**config.mk**
```make
export PLATFORM = sky130hd
export DESIGN_NAME = ip2_scanchain_reg
export DESIGN_NICKNAME = d
export VERILOG_FILES = /design/src/rtl/ip2_scanchain_reg.sv
export SDC_FILE = /design/constraint.sdc
export NUM_CORES = 2
export LEC_CHECK = 0
export BUFFER_PORTS_ARGS = -buffer_cell sky130_fd_sc_hd__buf_2
export CORE_ASPECT_RATIO = 1.75
export CORE_MARGIN = 8
export CORE_UTILIZATION = 40
export DETAILED_ROUTE_END_ITERATION = 8
export GPL_TIMING_DRIVEN = 0
export MAX_ROUTING_LAYER = met4
export SLEW_MARGIN = 15
export SYNTH_ARGS = -nofsm -noshare
export SYNTH_HDL_FRONTEND = slang
export SYNTH_SLANG_ARGS = --single-unit
```
**constraint.sdc**
```tcl
create_clock -name clk -period 98.7 [get_ports clk]
set_clock_uncertainty 0.15 [all_clocks]
set_input_delay 14.805 -clock clk [delete_from_list [all_inputs] [get_ports clk]]
set_output_delay 14.805 -clock clk [all_outputs]
set_load 0.01 [all_outputs]
```
**src/rtl/ip2_scanchain_reg.sv**
```systemverilog
// ---------------------------------------------------------------------------
// ip2_scanchain_reg
//   Scan-pattern store, shift engine and readback capture feeding the test-1
//   sequencer. A CHAIN_LEN-bit pattern is written 32 bits at a time into
//   pat_buf. A load copies it into the work register, whose LSB is the
//   serial scan_in source. Each shift pulse rotates the work register right
//   by one and shifts the synchronized ASIC scan_out into the capture
//   register. Shifts are counted up to SHIFT_LEN-1, where the run is
//   complete and capture_done is raised.
//
// Ports
//   clk, reset                  clock, async active-high reset
//   enable                      block enable, low = synchronous idle
//   cfg_wr_en/addr/data         pattern-buffer word write port
//   scanchain_reg_load          copy pattern to work, clear count/capture
//   scanchain_reg_shift         one-cycle shift pulse
//   scan_out                    ASIC scan-chain output (already synced)
//   rd_addr / rd_data           capture word readback (registered)
//   scanchain_reg_bit0          work-register bit 0
//   scanchain_reg_shift_cnt     shifts since last load (saturating)
//   scanchain_reg_shift_cnt_max constant SHIFT_LEN-1
//   capture_done                count has reached the maximum
// ---------------------------------------------------------------------------
module ip2_scanchain_reg #(
  parameter int CHAIN_LEN = 768,
  parameter int SHIFT_LEN = 2 * CHAIN_LEN,
  parameter int NWORDS    = CHAIN_LEN / 32
) (
  input  logic        clk,
  input  logic        reset,
  input  logic        enable,
  input  logic        cfg_wr_en,
  input  logic [4:0]  cfg_wr_addr,
  input  logic [31:0] cfg_wr_data,
  input  logic        scanchain_reg_load,
  input  logic        scanchain_reg_shift,
  input  logic        scan_out,
  input  logic [4:0]  rd_addr,
  output logic [31:0] rd_data,
  output logic        scanchain_reg_bit0,
  output logic [10:0] scanchain_reg_shift_cnt,
  output logic [10:0] scanchain_reg_shift_cnt_max,
  output logic        capture_done
);

  localparam logic [1:0] ST_IDLE     = 2'd0;
  localparam logic [1:0] ST_ARMED    = 2'd1;
  localparam logic [1:0] ST_SHIFTING = 2'd2;
  localparam logic [1:0] ST_FULL     = 2'd3;

  localparam logic [10:0] CNT_MAX = 11'(SHIFT_LEN - 1);
  // One extra bit so the range compare stays valid for NWORDS == 32.
  localparam logic [5:0]  NW6     = 6'(NWORDS);

  // ---------------------------------------------------------------------
  // State
  // ---------------------------------------------------------------------
  logic [1:0]              state_q, state_d;
  logic [10:0]             cnt_q, cnt_d;
  logic                    done_q, done_d;
  logic [CHAIN_LEN-1:0]    work_q, work_d;
  logic [CHAIN_LEN-1:0]    cap_q, cap_d;
  logic [NWORDS-1:0][31:0] pat_q, pat_d;
  logic [31:0]             rd_data_q, rd_data_d;

  // Word view of the capture register for readback.
  logic [NWORDS-1:0][31:0] cap_words;
  assign cap_words = cap_q;

  logic load_go;
  logic shift_ok;
  logic shift_go;

  // Load has priority over shift. Shifts only count while armed or shifting
  // and never past the maximum, so the counter cannot wrap.
  assign load_go  = enable & scanchain_reg_load;
  assign shift_ok = (state_q == ST_ARMED) | (state_q == ST_SHIFTING);
  assign shift_go = enable & scanchain_reg_shift & ~scanchain_reg_load &
                    shift_ok & (cnt_q != CNT_MAX);

  // ---------------------------------------------------------------------
  // Pattern buffer: config port only, independent of enable and FSM state.
  // ---------------------------------------------------------------------
  always_comb begin
    pat_d = pat_q;
    if (cfg_wr_en && ({1'b0, cfg_wr_addr} < NW6))
      pat_d[cfg_wr_addr] = cfg_wr_data;
  end

  // ---------------------------------------------------------------------
  // FSM, counter, work and capture registers
  // ---------------------------------------------------------------------
  always_comb begin
    state_d = state_q;
    cnt_d   = cnt_q;
    done_d  = done_q;
    work_d  = work_q;
    cap_d   = cap_q;

    if (!enable) begin
      // work/cap/pat are deliberately kept so software can still read back.
      state_d = ST_IDLE;
      cnt_d   = '0;
      done_d  = 1'b0;
    end else if (load_go) begin
      state_d = ST_ARMED;
      work_d  = pat_q;
      cnt_d   = '0;
      cap_d   = '0;
      done_d  = 1'b0;
    end else if (shift_go) begin
      work_d = {work_q[0], work_q[CHAIN_LEN-1:1]};
      cap_d  = {scan_out, cap_q[CHAIN_LEN-1:1]};
      cnt_d  = cnt_q + 11'd1;
      if (cnt_d == CNT_MAX) begin
        state_d = ST_FULL;
        done_d  = 1'b1;
      end else begin
        state_d = ST_SHIFTING;
      end
    end
  end

  // ---------------------------------------------------------------------
  // Readback mux
  // ---------------------------------------------------------------------
  always_comb begin
    rd_data_d = '0;
    if ({1'b0, rd_addr} < NW6)
      rd_data_d = cap_words[rd_addr];
  end

  // ---------------------------------------------------------------------
  // Registers
  // ---------------------------------------------------------------------
  always_ff @(posedge clk or posedge reset) begin
    if (reset) begin
      state_q   <= ST_IDLE;
      cnt_q     <= '0;
      done_q    <= 1'b0;
      work_q    <= '0;
      cap_q     <= '0;
      pat_q     <= '0;
      rd_data_q <= '0;
    end else begin
      state_q   <= state_d;
      cnt_q     <= cnt_d;
      done_q    <= done_d;
      work_q    <= work_d;
      cap_q     <= cap_d;
      pat_q     <= pat_d;
      rd_data_q <= rd_data_d;
    end
  end

  // ---------------------------------------------------------------------
  // Outputs
  // ---------------------------------------------------------------------
  assign rd_data                     = rd_data_q;
  assign scanchain_reg_bit0          = work_q[0];
  assign scanchain_reg_shift_cnt     = cnt_q;
  assign scanchain_reg_shift_cnt_max = CNT_MAX;
  assign capture_done                = done_q;

endmodule

```
==> run summary <==
Async SR Flop Fraction = 100%
Final HPWL DP = 253000 um
status = finished, final reports clean
WHS Endpoint = work_q[70]
Initial Utilization = 40.1%
synth warn = 0
Setup Fix Bufs, Post-CTS = 0
combinational power share = 11.1%
worst setup path class = in -> reg
clk root buf = clkbuf_16
LEAKAGE = 54.2 nW
drt via density = 5.95
vias in the first global route = 88600
clock power share = 40.0%
VDD IR max = 0.0000239 V
reg-to-reg critical path startpoint = scanchain_reg_shift_cnt[1]
final antenna-violating net count = 0
Slew Limit Fails = 0
slowest stage delay, CP = 0.93 ns
Hold Path Depth = 2
Net Switching = 0.612 mW
CP Capture Type = register
switching power share of the total = 25.9%
Yosys cell types = 48
RSZ-0062 raised after global routing = false
Die X-Extent = 416 um
CP Cell Sequence = buf_2 -> nor2b_1 -> and3_1 -> buf_2 -> buf_2 -> clkbuf_1 -> clkbuf_1 -> o211ai_1 -> o211ai_1
Fin. Hold Viols = 0
Avg Cell Area, Syn = 11.0 sq um
Int Power = 1.75 mW
placed cells = 13900
CP most frequent cell = buf_2
initial antenna violation count = 22
drt pass-1 iters = 8
final non-filler cell total = 14400
nets = 10600
share of cells above drive strength 1 = 21.8%
I/O Buffers = 91
Least-Margin Pin Slew = 1.32 ns
hold-fix buffers at CTS = 0
Critical Path RT = 99.35 ns
Max Cap Viol = 0
Yosys reg bits = 2350
Tot GR Track Use = 24.2%
total wire length = 361000 um
Area Growth Syn to Fin = 12.6%
CTS resizes = 0
CTS tree = yes
worst-path maximum fanout = 10
top_reg_cell synth = dfrtp_1
largest net degree at the start of global routing = 115
Final Setup Violations = 0
first-pass GRT wire length = 548000 um
sequential area share after synthesis = 52.5%
Cells after Synth = 10200
WL/cell = 25.1 um
final period utilization = 18.0%
min-delay worst type = reg -> reg
clock latency on the worst-skew pair = 0.94 ns
die height = 716 um
Slew HR = 12.1%
DRT iter0 DRCs = 6979
cell area after layout = 126000 sq um
Vias = 85500
core area = 279000 sq um
Seq pwr share = 48.9%
CTS H-tree lvls = 4
Post-synth EDFFs = 0
slowest CP cell = clkbuf_1
r2r endpoint = cap_q[668]
mapped cell area = 112000 sq um
top post-synthesis cells by area = dfrtp_1 (52%), o211ai_1 (11%), nand2_1 (7.8%)
# rows = 257
gr ovfl total = 0
Placer Congestion = 1.04
clock tree buffer depth = 4
worst reg2reg setup slack = 94.36 ns
reg2reg path depth = 9
Yosys top cell by area = dfrtp_1
Sink Count = 2350
io pins = 105
die area = 298000 sq um
Final min period = 17.73 ns
Fillers = 25900
crit path launch type = primary input
post-synth top area share = 52.5%
Setup TNS = 0 ns
Area after DPL = 118000 sq um
DRC Markers = 0
CTS Buf Count = 229
Power Density = 18.7 nW/um^2
Worst-path clk slew = 0.07 ns
FMAX = 56.4 MHz
Critical Path AT = 18.39 ns
min-delay src = work_q[71]
## routing by layer
| metal | global-route usage, % | wire length [um] | part of all wire (%) |
|---|---|---|---|
| met4 | 18.0 | 32500 | 9.0 |
| met1 | 26.4 | 132000 | 37 |
| met2 | 40.6 | 179000 | 50 |
| met5 | - | 0 | 0 |
| met3 | 3.07 | 17000 | 4.7 |
## cells by family after synthesis
| group | after synthesis | share of synthesized area [%] |
|---|---|---|
| AO/OA/AOI/OAI | 3226 | 23.0 |
| AND/OR/NAND/NOR | 2395 | 8.15 |
| flip-flops | 2350 | 52.5 |
| buffers and inverters | 1176 | 4.56 |
| multiplexers | 1028 | 11.8 |
| adder cells (fa/ha/maj) | 2 | 0.0223 |
| other | 2 | 0.00670 |
| XOR/XNOR | 2 | 0.0156 |
## per-stage QoR
| step | utilization, % | setup slack [ns] | power, mW | hold WS, ns |
|---|---|---|---|---|
| detailed placement | 42.3 | 80.03 | 1.43 | 0.326 |
| CTS | 45.1 | 80.98 | 2.38 | 0.290 |
| global placement | 41.9 | -8.18 | 1.43 | 0.320 |
| finish | 45.2 | 80.97 | 2.36 | 0.290 |
| global route | 45.2 | 80.92 | 2.45 | 0.323 |
| floorplan | - | 17.33 | 1.36 | 0.308 |
## layout by cell type (no fill, tap or decap), types with 29 or more instances in the layout
cell          n
dfrtp_1    2350
o211ai_2    700
a22oi_1      32
buf_6        81
buf_1        77
nand2_1    2335
mux2_2      757
clkbuf_8     56
buf_2       137
a221oi_1     32
o211ai_1   1637
clkinv_2     31
clkbuf_16   231
bufinv_16    29
clkbuf_1    923
o21ai_0     805
clkbuf_2     73
mux4_2      160
mux2i_1     100
## worst max-delay path by stage
stage / to / from
2_1_floorplan: cap_q[0] / reset
3_3_place_gp: pat_q[171] / reset
3_5_place_dp: work_q[2] / enable
4_1_cts: work_q[2] / enable
5_1_grt: work_q[2] / enable
6_report: work_q[2] / enable
## power groups by stage
stage / Combinational [mW] / Clock [mW] / Sequential [mW]
after floorplan: 0.198 / 0 / 1.16
after global placement: 0.250 / 0 / 1.18
after detailed placement: 0.266 / 0 / 1.17
after CTS: 0.266 / 0.960 / 1.15
after global routing: 0.289 / 0.993 / 1.17
final: 0.263 / 0.944 / 1.15
## registers in the layout (all words and copies together), names as in the netlist
| name | count |
|---|---|
| cap_q | 768 |
| capture_done | 1 |
| pat_q | 768 |
| rd_data | 32 |
| scanchain_reg_shift_cnt | 11 |
| state_q | 2 |
| work_q | 768 |
## area by class of cell
class	count	area, sq um	area share [%]
antenna	12	30.0	0.0238
buffer	1168	5170	4.09
clock buffer	328	6710	5.31
clock inverter	78	1220	0.971
inverter	8	37.5	0.0297
multi-input combinational	6664	48300	38.2
sequential	2350	58800	46.6
tap	3626	4540	3.60
timing repair buffer	133	1430	1.14
## critical path, delay by kind of cell
kind / cells / cell delay, ns
AND/OR/NAND/NOR: 2 / 0.50
buffers and inverters: 5 / 2.54
AO/OA/AOI/OAI: 2 / 0.48
## synthesized netlist by cell type, drive strengths merged (8+ instances only)
cell	instances
o21ai	805
a221oi	32
a22oi	32
nand2	2335
mux2i	100
clkbuf	955
mux4	160
dfrtp	2350
inv	8
o211ai	2337
buf	213
mux2	768
Power figures use the tool's default switching activity.
